## config.mk

```make
export PLATFORM = sky130hd
export DESIGN_NAME = cdb_broadcast
export DESIGN_NICKNAME = d
export VERILOG_FILES = /design/src/rtl/cdb_broadcast.sv
export SDC_FILE = /design/constraint.sdc
export NUM_CORES = 1
export LEC_CHECK = 0
export CAP_MARGIN = 20
export CORE_ASPECT_RATIO = 0.7
export CORE_MARGIN = 8
export CORE_UTILIZATION = 35
export CTS_BUF_LIST = sky130_fd_sc_hd__clkbuf_4 sky130_fd_sc_hd__clkbuf_8
export CTS_CLUSTER_DIAMETER = 120
export DETAILED_ROUTE_END_ITERATION = 7
export GPL_ROUTABILITY_DRIVEN = 0
export PLACE_DENSITY_LB_ADDON = 0.1
export SLEW_MARGIN = 20
export SYNTH_ARGS = -nofsm -noshare
export SYNTH_HDL_FRONTEND = slang
export SYNTH_SLANG_ARGS = --single-unit
```

## constraint.sdc

```tcl
create_clock -name clock -period 11.6 [get_ports clock]
set_clock_uncertainty 0.2 [all_clocks]
set_input_delay 2.32 -clock clock [delete_from_list [all_inputs] [get_ports clock]]
set_output_delay 2.32 -clock clock [all_outputs]
set_load 0.02 [all_outputs]
```

## src/rtl/cdb_broadcast.sv

```systemverilog
// -----------------------------------------------------------------------------
// cdb_broadcast
//
// Completion side of the Common Data Bus. Each functional unit owns one
// holding slot. A round-robin arbiter picks up to WAYS held slots per cycle
// and broadcasts them on registered CDB lanes. Lanes fill from lane 0
// upward. A squash or reset discards every held and in-flight result.
//
// Ports
//   clock, reset         rising-edge clock, synchronous active-high reset
//   squash               mispredict nuke: drop held, in-flight and offered results
//   fu_valid/fu_*        per-FU result offer (ROB index, PRN, value, branch info)
//   fu_ready             per-FU combinational accept (slot free or draining now)
//   cdb_valid/cdb_*      per-lane registered broadcast; invalid lanes carry zeros
//   pending              number of occupied holding slots
// -----------------------------------------------------------------------------
module cdb_broadcast #(
   parameter int NUM_FU      = 4,
   parameter int WAYS        = 2,
   parameter int ROB_ENTRIES = 32,
   parameter int PRF         = 64,
   parameter int XLEN        = 32
) (
   input  logic                                          clock,
   input  logic                                          reset,
   input  logic                                          squash,
   input  logic [NUM_FU-1:0]                             fu_valid,
   input  logic [NUM_FU-1:0][$clog2(ROB_ENTRIES)-1:0]    fu_rob_idx,
   input  logic [NUM_FU-1:0][$clog2(PRF)-1:0]            fu_prn,
   input  logic [NUM_FU-1:0][XLEN-1:0]                   fu_value,
   input  logic [NUM_FU-1:0]                             fu_direction,
   input  logic [NUM_FU-1:0][XLEN-1:0]                   fu_target,
   output logic [NUM_FU-1:0]                             fu_ready,
   output logic [WAYS-1:0]                               cdb_valid,
   output logic [WAYS-1:0][$clog2(ROB_ENTRIES)-1:0]      cdb_rob_idx,
   output logic [WAYS-1:0][$clog2(PRF)-1:0]              cdb_prn,
   output logic [WAYS-1:0][XLEN-1:0]                     cdb_value,
   output logic [WAYS-1:0]                               cdb_direction,
   output logic [WAYS-1:0][XLEN-1:0]                     cdb_target,
   output logic [$clog2(NUM_FU):0]                       pending
);

   localparam int RW = $clog2(ROB_ENTRIES);
   localparam int PW = $clog2(PRF);
   localparam int IW = (NUM_FU > 1) ? $clog2(NUM_FU) : 1;
   localparam int CW = $clog2(NUM_FU) + 1;

   // Slot state and payload
   logic [NUM_FU-1:0]           r_held;
   logic [NUM_FU-1:0][RW-1:0]   r_rob_idx;
   logic [NUM_FU-1:0][PW-1:0]   r_prn;
   logic [NUM_FU-1:0][XLEN-1:0] r_value;
   logic [NUM_FU-1:0]           r_direction;
   logic [NUM_FU-1:0][XLEN-1:0] r_target;
   logic [IW-1:0]               r_rr_ptr;

   // Registered lanes
   logic [WAYS-1:0]           r_cdb_valid;
   logic [WAYS-1:0][RW-1:0]   r_cdb_rob_idx;
   logic [WAYS-1:0][PW-1:0]   r_cdb_prn;
   logic [WAYS-1:0][XLEN-1:0] r_cdb_value;
   logic [WAYS-1:0]           r_cdb_direction;
   logic [WAYS-1:0][XLEN-1:0] r_cdb_target;

   // Arbitration results
   logic [NUM_FU-1:0]         w_grant;
   logic [WAYS-1:0]           w_lane_vld;
   logic [WAYS-1:0][IW-1:0]   w_lane_src;
   logic [IW-1:0]             w_rr_next;
   logic [NUM_FU-1:0]         w_accept;
   logic [CW-1:0]             w_pending;
   logic                      w_kill;

   assign w_kill = reset | squash;

   // Rotating scan from r_rr_ptr; the n-th held slot found takes lane n.
   // The pointer follows the last slot granted so the next scan starts past it.
   // NOTE: every combinational output gets a default before the loop; a path
   // that leaves a signal unassigned would otherwise infer a latch.
   always_comb begin
      int n;
      int idx;
      w_grant    = '0;
      w_lane_vld = '0;
      w_lane_src = '0;
      w_rr_next  = r_rr_ptr;
      n          = 0;
      idx        = 0;
      for (int j = 0; j < NUM_FU; j++) begin
         idx = int'(r_rr_ptr) + j;
         if (idx >= NUM_FU) idx = idx - NUM_FU;
         if (r_held[idx] && (n < WAYS)) begin
            w_grant[idx]  = 1'b1;
            w_lane_vld[n] = 1'b1;
            w_lane_src[n] = IW'(idx);
            w_rr_next     = (idx + 1 == NUM_FU) ? '0 : IW'(idx + 1);
            n             = n + 1;
         end
      end
   end

   // A slot being broadcast this cycle can be refilled at the same edge.
   assign fu_ready = {NUM_FU{~w_kill}} & (~r_held | w_grant);
   assign w_accept = fu_valid & fu_ready;

   always_comb begin
      w_pending = '0;
      for (int i = 0; i < NUM_FU; i++) begin
         w_pending = w_pending + CW'(r_held[i]);
      end
   end
   assign pending = w_pending;

   // NOTE: sequential state is updated with non-blocking assignments so every
   // register sees pre-edge values; blocking '=' is reserved for always_comb.
   always_ff @(posedge clock) begin
      if (w_kill) begin
         r_held          <= '0;
         r_rr_ptr        <= '0;
         r_cdb_valid     <= '0;
         r_cdb_rob_idx   <= '0;
         r_cdb_prn       <= '0;
         r_cdb_value     <= '0;
         r_cdb_direction <= '0;
         r_cdb_target    <= '0;
      end else begin
         r_held <= (r_held & ~w_grant) | w_accept;
         if (|w_grant) r_rr_ptr <= w_rr_next;
         for (int k = 0; k < WAYS; k++) begin
            r_cdb_valid[k]     <= w_lane_vld[k];
            r_cdb_rob_idx[k]   <= w_lane_vld[k] ? r_rob_idx[w_lane_src[k]]   : '0;
            r_cdb_prn[k]       <= w_lane_vld[k] ? r_prn[w_lane_src[k]]       : '0;
            r_cdb_value[k]     <= w_lane_vld[k] ? r_value[w_lane_src[k]]     : '0;
            r_cdb_direction[k] <= w_lane_vld[k] & r_direction[w_lane_src[k]];
            r_cdb_target[k]    <= w_lane_vld[k] ? r_target[w_lane_src[k]]    : '0;
         end
      end
   end

   // NOTE: slot payload has no reset; it is only ever read while its held bit
   // is set, and held is cleared by reset.
   always_ff @(posedge clock) begin
      for (int i = 0; i < NUM_FU; i++) begin
         if (w_accept[i]) begin
            r_rob_idx[i]   <= fu_rob_idx[i];
            r_prn[i]       <= fu_prn[i];
            r_value[i]     <= fu_value[i];
            r_direction[i] <= fu_direction[i];
            r_target[i]    <= fu_target[i];
         end
      end
   end

   assign cdb_valid     = r_cdb_valid;
   assign cdb_rob_idx   = r_cdb_rob_idx;
   assign cdb_prn       = r_cdb_prn;
   assign cdb_value     = r_cdb_value;
   assign cdb_direction = r_cdb_direction;
   assign cdb_target    = r_cdb_target;

endmodule
```

==> results_dict.tcl, run 1 <==
set metrics [dict create \
    synth_most_common_cell "mux2i_1" \
    cts-buffers-inserted 73 \
    grt_first_pass_wirelength_mm 85.7 \
    dpl.hpwl_mm 38.2 \
    worstSetupPathType "flip-flop to primary output" \
    grt_max_degree 113 \
    p_per_area_nw_per_um2 152 \
    synth-simple-area-share_pct 1.73 \
    cp_slowest_stage_delay_ps 620 \
    syn-cell-area_um2 18300 \
    fillers 4573 \
    grt_overflow 0 \
    crit_chain "buf_4 -> inv_1 -> ha_1 -> mux4_2 -> ha_1 -> nor2b_1 -> a22o_1 -> fa_1 -> or2_1 -> o22a_1 -> o2111ai_1 -> nor2_1 -> nor2_1 -> clkdlybuf4s50_1" \
    power.total_mw 3.81 \
    synthXorXnorAreaFrac_pct 0 \
    stdcell_count 2396 \
    synth_top_family_by_area "multiplexers" \
    design.core.area_um2 51900 \
    grtUsageTotal_pct 19.2 \
    avgSynthCellArea_um2 15.8 \
    synthCells 1160 \
    row_count 70 \
    cp.required_ps 9080 \
    slew_headroom_pct 30.5 \
    utilization_pct 48.3 \
    leakagePower_nw 9.18 \
    slew_violations 0 \
    synth_adder_area_share_pct 1.24 \
    clock-sinks 464 \
    cts_tree "built" \
    pre_cts_ws_ps 4040 \
    initial_core_util_pct 35.3 \
    syn_to_final_growth_pct 37.0 \
    drive_gt1_share_pct 12.3 \
    htreeDepth 3 \
    crit_path_end_kind "primary output" \
    die_w_um 290 \
    tns_ps 0 \
    rsz0062_at_grt "no" \
    synth.yosys.warnings 0 \
    port_buffers 471 \
    grt_pass1_vias 13022 \
    cts_hold_buf 0 \
    cts_resized 0 \
    path_buf_inv 3 \
    wire_per_inst_um 24.9 \
    critical_path.top_delay_family "adder cells" \
    drv_cap 0 \
    synthTopCellsByArea "edfxtp_1, dfxtp_1, mux2i_1" \
    finalHoldViolCount 0 \
    routed-via-count 12144 \
    dieArea_um2 60100 \
    multi_input_area_um2 5470 \
    synth_top_area_share_pct 49.8 \
    placedCellCount 2255 \
    syn_nets 1488 \
    dieHeight_um 207 \
    place_area_um2 23600 \
    finalSetupViolCount 0 \
    yosys.area.top_type "edfxtp_1" \
    drtIter0Drc 584 \
    critPathLaunchType "flip-flop" \
    via_per_inst 5.07 \
    insertion_delay_ps 640 \
    ant_nets 0 \
    synth_edf_count 304 \
    synthArstFlopShare_pct 0 \
    cp_data_arrival_time_ps 5770 \
    synth_cell_types 60 \
    status "finished, final reports clean" \
    yosys-mux-area-fraction_pct 17.5 \
    min_period_ps 8290 \
    hold_slack_ps 340 \
    design_area_um2 25100 \
    synth_compound_area_share_pct 9.04 \
    setup_ws_ps 3310 \
    hp-class "flip-flop to flip-flop" \
    nNetsFinal 1974 \
    clock_path_buffers 3 \
    clk_pin_slew_worst_paths_ps 60 \
    detail_route.wirelength_mm 59.6 \
    yosysSeqAreaShare_pct 67.3 \
    seqCellArea_um2 12300 \
    antenna_found_initial 22 \
    ios 472 \
    min_period_over_period_pct 71.5 \
    drc_errors 0 \
    ys_dominant_reg_cell "edfxtp_1" \
    cts_setup_buffers 0 \
    drt_pass1_iterations 5 \
    ys_top_cells_by_count "mux2i_1, edfxtp_1, dfxtp_1" \
    root_buffer "clkbuf_8" \
    worst_pin_slew_ps 1040 \
    synth-seq-cells 464 \
    peakVddDrop_mv 0.0726 \
    cp_max_fo 25 \
    cp_slowest_cell "clkdlybuf4s50_1" \
    max_freq_mhz 121 \
]
## report_power, final
part           switching (mW)  leakage, nW  total (mW)  internal [mW]
combinational           0.262         4.30       0.525          0.264
sequential             0.0251         4.08        1.85           1.82
clock                   0.650        0.807        1.43          0.784
total                   0.936         9.18        3.81           2.87
## worst register-to-register path, stage by stage, from the launching register on
cell	delay [ps]
dfxtp_1	310
buf_4	300
inv_1	270
ha_1	610
mux4_2	520
ha_1	330
nor2b_1	200
a22o_1	570
fa_1	610
or3_1	430
o41a_1	160
o21ai_4	90
buf_12	570
buf_4	1060
mux2i_1	370
o22ai_1	100
## metal layers
metal | up-vias | track usage, % | wire (um)
met3 | 121 | 6.87 | 4420
met2 | 365 | 32.1 | 29000
met5 | - | 0 | 190
met4 | 30 | 5.69 | 1480
met1 | 6120 | 23.0 | 24500
li1 | 5508 | - | -
## kinds of logic after synthesis
family          Yosys count
simple gates             61
flops                   464
mux                     318
compound gates          206
buf+inv                  94
fa+ha+maj                17
## path summary, 6_finish.rpt
path	end	slack, ps	start	depth (start not counted)
worst max-delay path	fu_ready[3]	3310	r_rr_ptr[0]	14
worst min register to register	cdb_rob_idx[3]	340	r_rob_idx[13]	2
worst min-delay path	cdb_rob_idx[3]	340	r_rob_idx[13]	2
worst max register to register	cdb_value[19]	4770	r_rr_ptr[0]	15
## final cells by class
class,count,share of cell area (%)
sequential,464,49.1
multi-input combinational,602,21.8
timing repair buffer,488,19.4
clock buffer,116,5.54
tap,684,3.41
clock inverter,18,0.443
inverter,17,0.254
antenna,7,0.0698
## placed cells by master (no fill, tap or decap), drive strengths merged, types with 3 or more instances in the layout
master and instances:
clkdlybuf4s50 471, mux2i 313, edfxtp 304, dfxtp 160, o22ai 153, clkbuf 116, nor2 18, inv 18
buf 17, ha 15, clkinv 15, a21oi 10, nand2 10, and2 8, o21ai 8, diode 7
a22oi 6, o2111ai 4, mux2 3, and3b 3, nor3b 3, nand3 3, nor3 3
## state kept, by name, summed over array words and instances, names as in the netlist
| register | count |
|---|---|
| cdb_rob_idx | 10 |
| r_direction | 4 |
| r_prn | 24 |
| cdb_valid | 2 |
| r_rob_idx | 20 |
| cdb_target | 64 |
| r_held | 4 |
| r_target | 128 |
| r_rr_ptr | 2 |
| cdb_value | 64 |
| r_value | 128 |
| cdb_prn | 12 |
| cdb_direction | 2 |
No activity file was read; power rests on OpenSTA's default activity.
==> run 2, diff against run 1 <==
==> constraint.sdc (replaced) <==
create_clock -name clock -period 7.2 [get_ports clock]
set_clock_uncertainty 0.2 [all_clocks]
set_input_delay 1.44 -clock clock [delete_from_list [all_inputs] [get_ports clock]]
set_output_delay 1.44 -clock clock [all_outputs]
set_load 0.02 [all_outputs]
==> results_dict.tcl, run 2 (same netlist as run 1, synthesis figures left out) <==
set metrics [dict create \
    syn_to_final_growth_pct 38.6 \
    drtIter0Drc 556 \
    initial_core_util_pct 35.3 \
    clock-sinks 464 \
    htreeDepth 3 \
    worstSetupPathType "flip-flop to primary output" \
    insertion_delay_ps 640 \
    ios 472 \
    p_per_area_nw_per_um2 247 \
    critical_path.top_delay_family "adder cells" \
    slew_headroom_pct 34.5 \
    root_buffer "clkbuf_8" \
    rrSetupSlack_ps 1420 \
    nNetsFinal 1982 \
    drc_errors 0 \
    hold_path_depth 2 \
    final_common_cell "clkdlybuf4s50_1" \
    design.core.area_um2 51900 \
    worst_r2r_path_depth 13 \
    drv_cap 0 \
    largest_registers "r_target (128), r_value (128)" \
    dieArea_um2 60100 \
    cp_slowest_stage_delay_ps 630 \
    crit_chain "inv_1 -> ha_2 -> mux4_2 -> ha_1 -> nor2b_1 -> a22o_2 -> fa_1 -> or2_1 -> o22a_1 -> o2111ai_1 -> nor2_1 -> nor2_1 -> clkdlybuf4s50_1" \
    grt_first_pass_wirelength_mm 85.8 \
    grt_pass1_vias 13124 \
    r2r-start "r_rr_ptr[1]" \
    antenna_found_initial 19 \
    finalHoldViolCount 0 \
    row_count 70 \
    grtUsageMet1_pct 23.0 \
    max_freq_mhz 146 \
    min_period_ps 6840 \
    utilization_pct 48.9 \
    cp_max_fo 15 \
    status "finished, final reports clean" \
    grt_busiest_layer "met2" \
    hold_path_end "cdb_prn[11]" \
    cts_tree "built" \
    drt_pass1_iterations 5 \
    clock_path_buffers 3 \
    rr_endpoint "cdb_value[5]" \
    hold_slack_ps 348 \
    wire_per_inst_um 24.6 \
    hp-class "flip-flop to flip-flop" \
    rsz0062_at_grt "no" \
    clk_pin_slew_worst_paths_ps 60 \
    die_w_um 290 \
    port_buffers 471 \
    tns_ps 0 \
    dpl.hpwl_mm 38.9 \
    slew_violations 0 \
    detail_route.wirelength_mm 59.4 \
    routed-via-count 12015 \
    min_period_over_period_pct 95.0 \
    dieHeight_um 207 \
    ant_nets 0 \
    setup_ws_ps 360 \
    cp_data_arrival_time_ps 5200 \
    grt_overflow 0 \
    via_per_inst 4.98 \
    critPathLaunchType "flip-flop" \
    cts-buffers-inserted 76 \
    worstHoldStart "r_prn[11]" \
    cts_hold_buf 0 \
    grt_util_met2_pct 32.3 \
    mostFrequentLayoutCells "clkdlybuf4s50_1, mux2i_1, edfxtp_1" \
    cp.required_ps 5560 \
    worst_pin_slew_ps 980 \
    grt_use_met3_pct 6.28 \
    pre_cts_ws_ps 532 \
    crit_path_end_kind "primary output" \
    leakagePower_nw 9.32 \
    grtUsageTotal_pct 19.2 \
    cp_common_cell "nor2_1" \
    peakVddDrop_mv 0.121 \
    drive_gt1_share_pct 13.4 \
    grt_max_degree 89 \
    power.total_mw 6.28 \
    path_buf_inv 2 \
    cp_slowest_cell "clkdlybuf4s50_1" \
    finalSetupViolCount 0 \
]
==> run 2: what timing repair did <==
action,CTS,global route
setup buffers,0,3
hold endpoints to repair,0,0
gates resized for setup,1,3
setup endpoints to repair,4,4
==> run 2: metal layers <==
| layer | up-vias | wire length [um] |
|---|---|---|
| li1 | 5547 | - |
| met1 | 5957 | 24300 |
| met2 | 398 | 29300 |
| met3 | 97 | 4500 |
| met4 | 16 | 1210 |
| met5 | - | 111 |
==> run 2: final cells by class <==
cell class	count	area, um^2
fillers	4487	26500
flip-flops and latches	464	12300
multi-input cells	602	5480
repair buffers	493	5020
clock buffers	125	1460
well taps	684	856
clock inverters	17	158
inverters	17	63.8
diodes	11	27.5
==> run 2: worst max-delay path by stage <==
stage	cells past startpoint	end	startpoint	slack (ps)
CTS	12	fu_ready[1]	r_rr_ptr[1]	10
detailed placement	12	fu_ready[1]	r_rr_ptr[1]	530
finish	13	fu_ready[3]	r_rr_ptr[1]	360
floorplan	16	r_direction[0]	r_rr_ptr[0]	550
global route	13	fu_ready[3]	r_rr_ptr[1]	90
global placement	12	fu_ready[1]	r_rr_ptr[1]	720
==> run 2: worst min-delay path: cells and delay by family (launching register included) <==
family	cells	cell delay [ps]
flops	1	340
compound gates	1	110
mux	1	70
==> run 2: stage by stage <==
| stage | cell area [um^2] | std cells |
|---|---|---|
| finish | 25400 | 2413 |
| CTS | 25300 | 2399 |
| global route | 25400 | 2411 |
| floorplan | 18300 | 1160 |
| detailed placement | 23700 | 2257 |
| global placement | 23700 | 2257 |
==> run 2: report_power, final <==
part	internal, mW	leakage (nW)	switching [mW]
clock	1.36	0.869	1.08
sequential	2.94	4.08	0.0429
combinational	0.434	4.37	0.423
==> run 3, diff against run 2 <==
--- a/config.mk
+++ b/config.mk
@@ -5,6 +5,7 @@
 export SDC_FILE = /design/constraint.sdc
 export NUM_CORES = 1
 export LEC_CHECK = 0
+export ABC_AREA = 1
 export CAP_MARGIN = 20
 export CORE_ASPECT_RATIO = 0.7
 export CORE_MARGIN = 8
==> results_dict.tcl, run 3 <==
set metrics [dict create \
    drt_pass1_iterations 8 \
    cts_setup_buffers 0 \
    port_buffers 471 \
    cts-buffers-inserted 78 \
    dieHeight_um 217 \
    clk_pin_slew_worst_paths_ps 70 \
    utilization_pct 47.7 \
    ys_dominant_reg_cell "edfxtp_1" \
    synth_top_area_share_pct 45.3 \
    hold_slack_ps 373 \
    cts_hold_buf 0 \
    grt_overflow 0 \
    cp_max_fo 13 \
    status "finished, final reports clean" \
    switching_power_mw 6.27 \
    synth_edf_count 304 \
    final_common_cell "nand3_1" \
    min_period_ps 6450 \
    synth-seq-cells 464 \
    fillers 5319 \
    ant_nets 0 \
    detail_route.wirelength_mm 76.3 \
    clock-sinks 464 \
    die_w_um 303 \
    dieArea_um2 65700 \
    setup_ws_ps 745 \
    drtIter0Drc 1484 \
    insertion_delay_ps 670 \
    leakagePower_nw 11.3 \
    mostFrequentLayoutCells "nand3_1, clkdlybuf4s50_1, nand2_1" \
    clock_path_buffers 3 \
    slew_headroom_pct 22.6 \
    seq_power_share_pct 25.4 \
    max_freq_mhz 155 \
    initial_core_util_pct 35.5 \
    critPathLaunchType "flip-flop" \
    hp-class "flip-flop to flip-flop" \
    worstSetupPathType "flip-flop to primary output" \
    p_sw_share_pct 48.7 \
    synth_most_common_cell "nand3_1" \
    slew_violations 0 \
    via_per_inst 5.13 \
    grt_first_pass_wirelength_mm 112 \
    peakVddDrop_mv 0.637 \
    synth.yosys.warnings 0 \
    cts_resized 0 \
    worst_pin_slew_ps 1160 \
    syn_to_final_growth_pct 34.5 \
    nNetsFinal 2913 \
    yosys.area.top_type "edfxtp_1" \
    syn_nets 2490 \
    synth_cell_types 28 \
    wire_per_inst_um 22.4 \
    p_per_area_nw_per_um2 475 \
    drive_gt1_share_pct 7.09 \
    row_count 73 \
    pwr-share-clk_pct 19.5 \
    rsz0062_at_grt "no" \
    synthArstFlopShare_pct 0 \
    grt_max_degree 153 \
    syn-cell-area_um2 20200 \
    cp.required_ps 5560 \
    routed-via-count 17474 \
    cts_tree "built" \
    p_int_mw 6.61 \
    min_period_over_period_pct 89.6 \
    combPwrFrac_pct 55.1 \
    finalHoldViolCount 0 \
    htreeDepth 3 \
    design.core.area_um2 56900 \
    synthCells 2162 \
    antenna_found_initial 9 \
    cp_data_arrival_time_ps 4810 \
    grtUsageTotal_pct 22.3 \
    grt_pass1_vias 17676 \
    largest_registers "r_target (128), r_value (128)" \
    crit_path_end_kind "primary output" \
    tns_ps 0 \
    avgSynthCellArea_um2 9.33 \
    drv_cap 0 \
    ys_top_cells_by_count "nand3_1, nand2_1, inv_1" \
    synthTopCellsByArea "edfxtp_1, dfxtp_1, nand3_1" \
    pre_cts_ws_ps 1430 \
    root_buffer "clkbuf_8" \
    dpl.hpwl_mm 46.2 \
    ios 472 \
    finalSetupViolCount 0 \
    yosysSeqAreaShare_pct 61.1 \
    drc_errors 0 \
]
==> run 3: changes by cell type in the layout (fill, tap and decap cells not counted), sizes merged, moves of 6 or more <==
cell    previous run  this run
mux2i            313         0
nand3              3       630
o21ai              8         2
diode             11         3
and2               8         0
a21oi             10       157
nand4              0        10
inv               23       337
a22oi              6         0
o22ai            153         1
nand2             10       377
clkinv             8        18
==> run 3: worst paths after layout <==
kind                from            end  slack, ps  depth (start not counted)
max          r_rr_ptr[0]    fu_ready[3]        750                         16
min            r_held[0]      r_held[0]        370                          2
max reg2reg  r_rr_ptr[0]  cdb_value[18]       1400                         19
min reg2reg    r_held[0]      r_held[0]        370                          2
==> run 3: per-layer routing <==
| layer | vias to the layer above | global-route usage [%] | wire (um) |
|---|---|---|---|
| li1 | 8064 | - | - |
| met1 | 8392 | 28.9 | 31700 |
| met2 | 863 | 36.5 | 36000 |
| met3 | 145 | 5.79 | 6570 |
| met4 | 10 | 6.92 | 1960 |
| met5 | - | 0 | 61 |
==> run 3: worst max-delay path: stages, from the launching register on <==
cell and delay (ps):
dfxtp_1 820, inv_4 200, ha_1 450, inv_1 150, nand2_1 70, nand2_1 220, ha_1 210, inv_1 80
nand3_2 150, inv_2 80, fa_1 460, nor2_8 200, nand2_1 90, nand4_1 120, nand2_1 110, inv_1 110
clkdlybuf4s50_1 630
==> run 3: power groups by stage <==
| stage | combinational (mW) | sequential (mW) | clock, mW |
|---|---|---|---|
| 2_1_floorplan | 4.46 | 3.55 | 0 |
| 3_3_place_gp | 6.99 | 3.34 | 0 |
| 3_5_place_dp | 7.00 | 3.33 | 0 |
| 4_1_cts | 7.03 | 3.28 | 2.58 |
| 5_1_grt | 7.72 | 3.30 | 2.69 |
| 6_report | 7.09 | 3.28 | 2.51 |
==> run 3: cells by family (layout without fill, tap and decap cells) <==
| kind of cell | count (synthesis) | in the layout | synth area share, % |
|---|---|---|---|
| AOI/OAI and AO/OA | 163 | 163 | 4.08 |
| xor gates and xnor gates | 1 | 1 | 0.0434 |
| adders and majority gates | 17 | 17 | 1.13 |
| buffers and inverters | 483 | 971 | 9.88 |
| DFF | 464 | 464 | 61.1 |
| other | 0 | 3 | 0 |
| and+or+nand+nor | 1034 | 1034 | 23.7 |
==> run 3: stage by stage <==
stage                     power [mW]  cell area, um^2  cells
after floorplan                 8.02            20200   2162
after global placement          10.3            25400   3253
after detailed placement        10.3            25400   3253
after CTS                       12.9            27100   3398
after global routing            13.7            27100   3402
final                           12.9            27100   3403
==> run 3: layout make-up <==
type	count	area, um^2	share of cell area [%]
Antenna cell	3	7.51	0.0277
Clock buffer	122	1480	5.45
Clock inverter	23	186	0.687
Inverter	337	1270	4.69
Multi-Input combinational cell	1215	5980	22.0
Sequential cell	464	12300	45.5
Tap cell	750	938	3.46
Timing Repair Buffer	489	4930	18.2
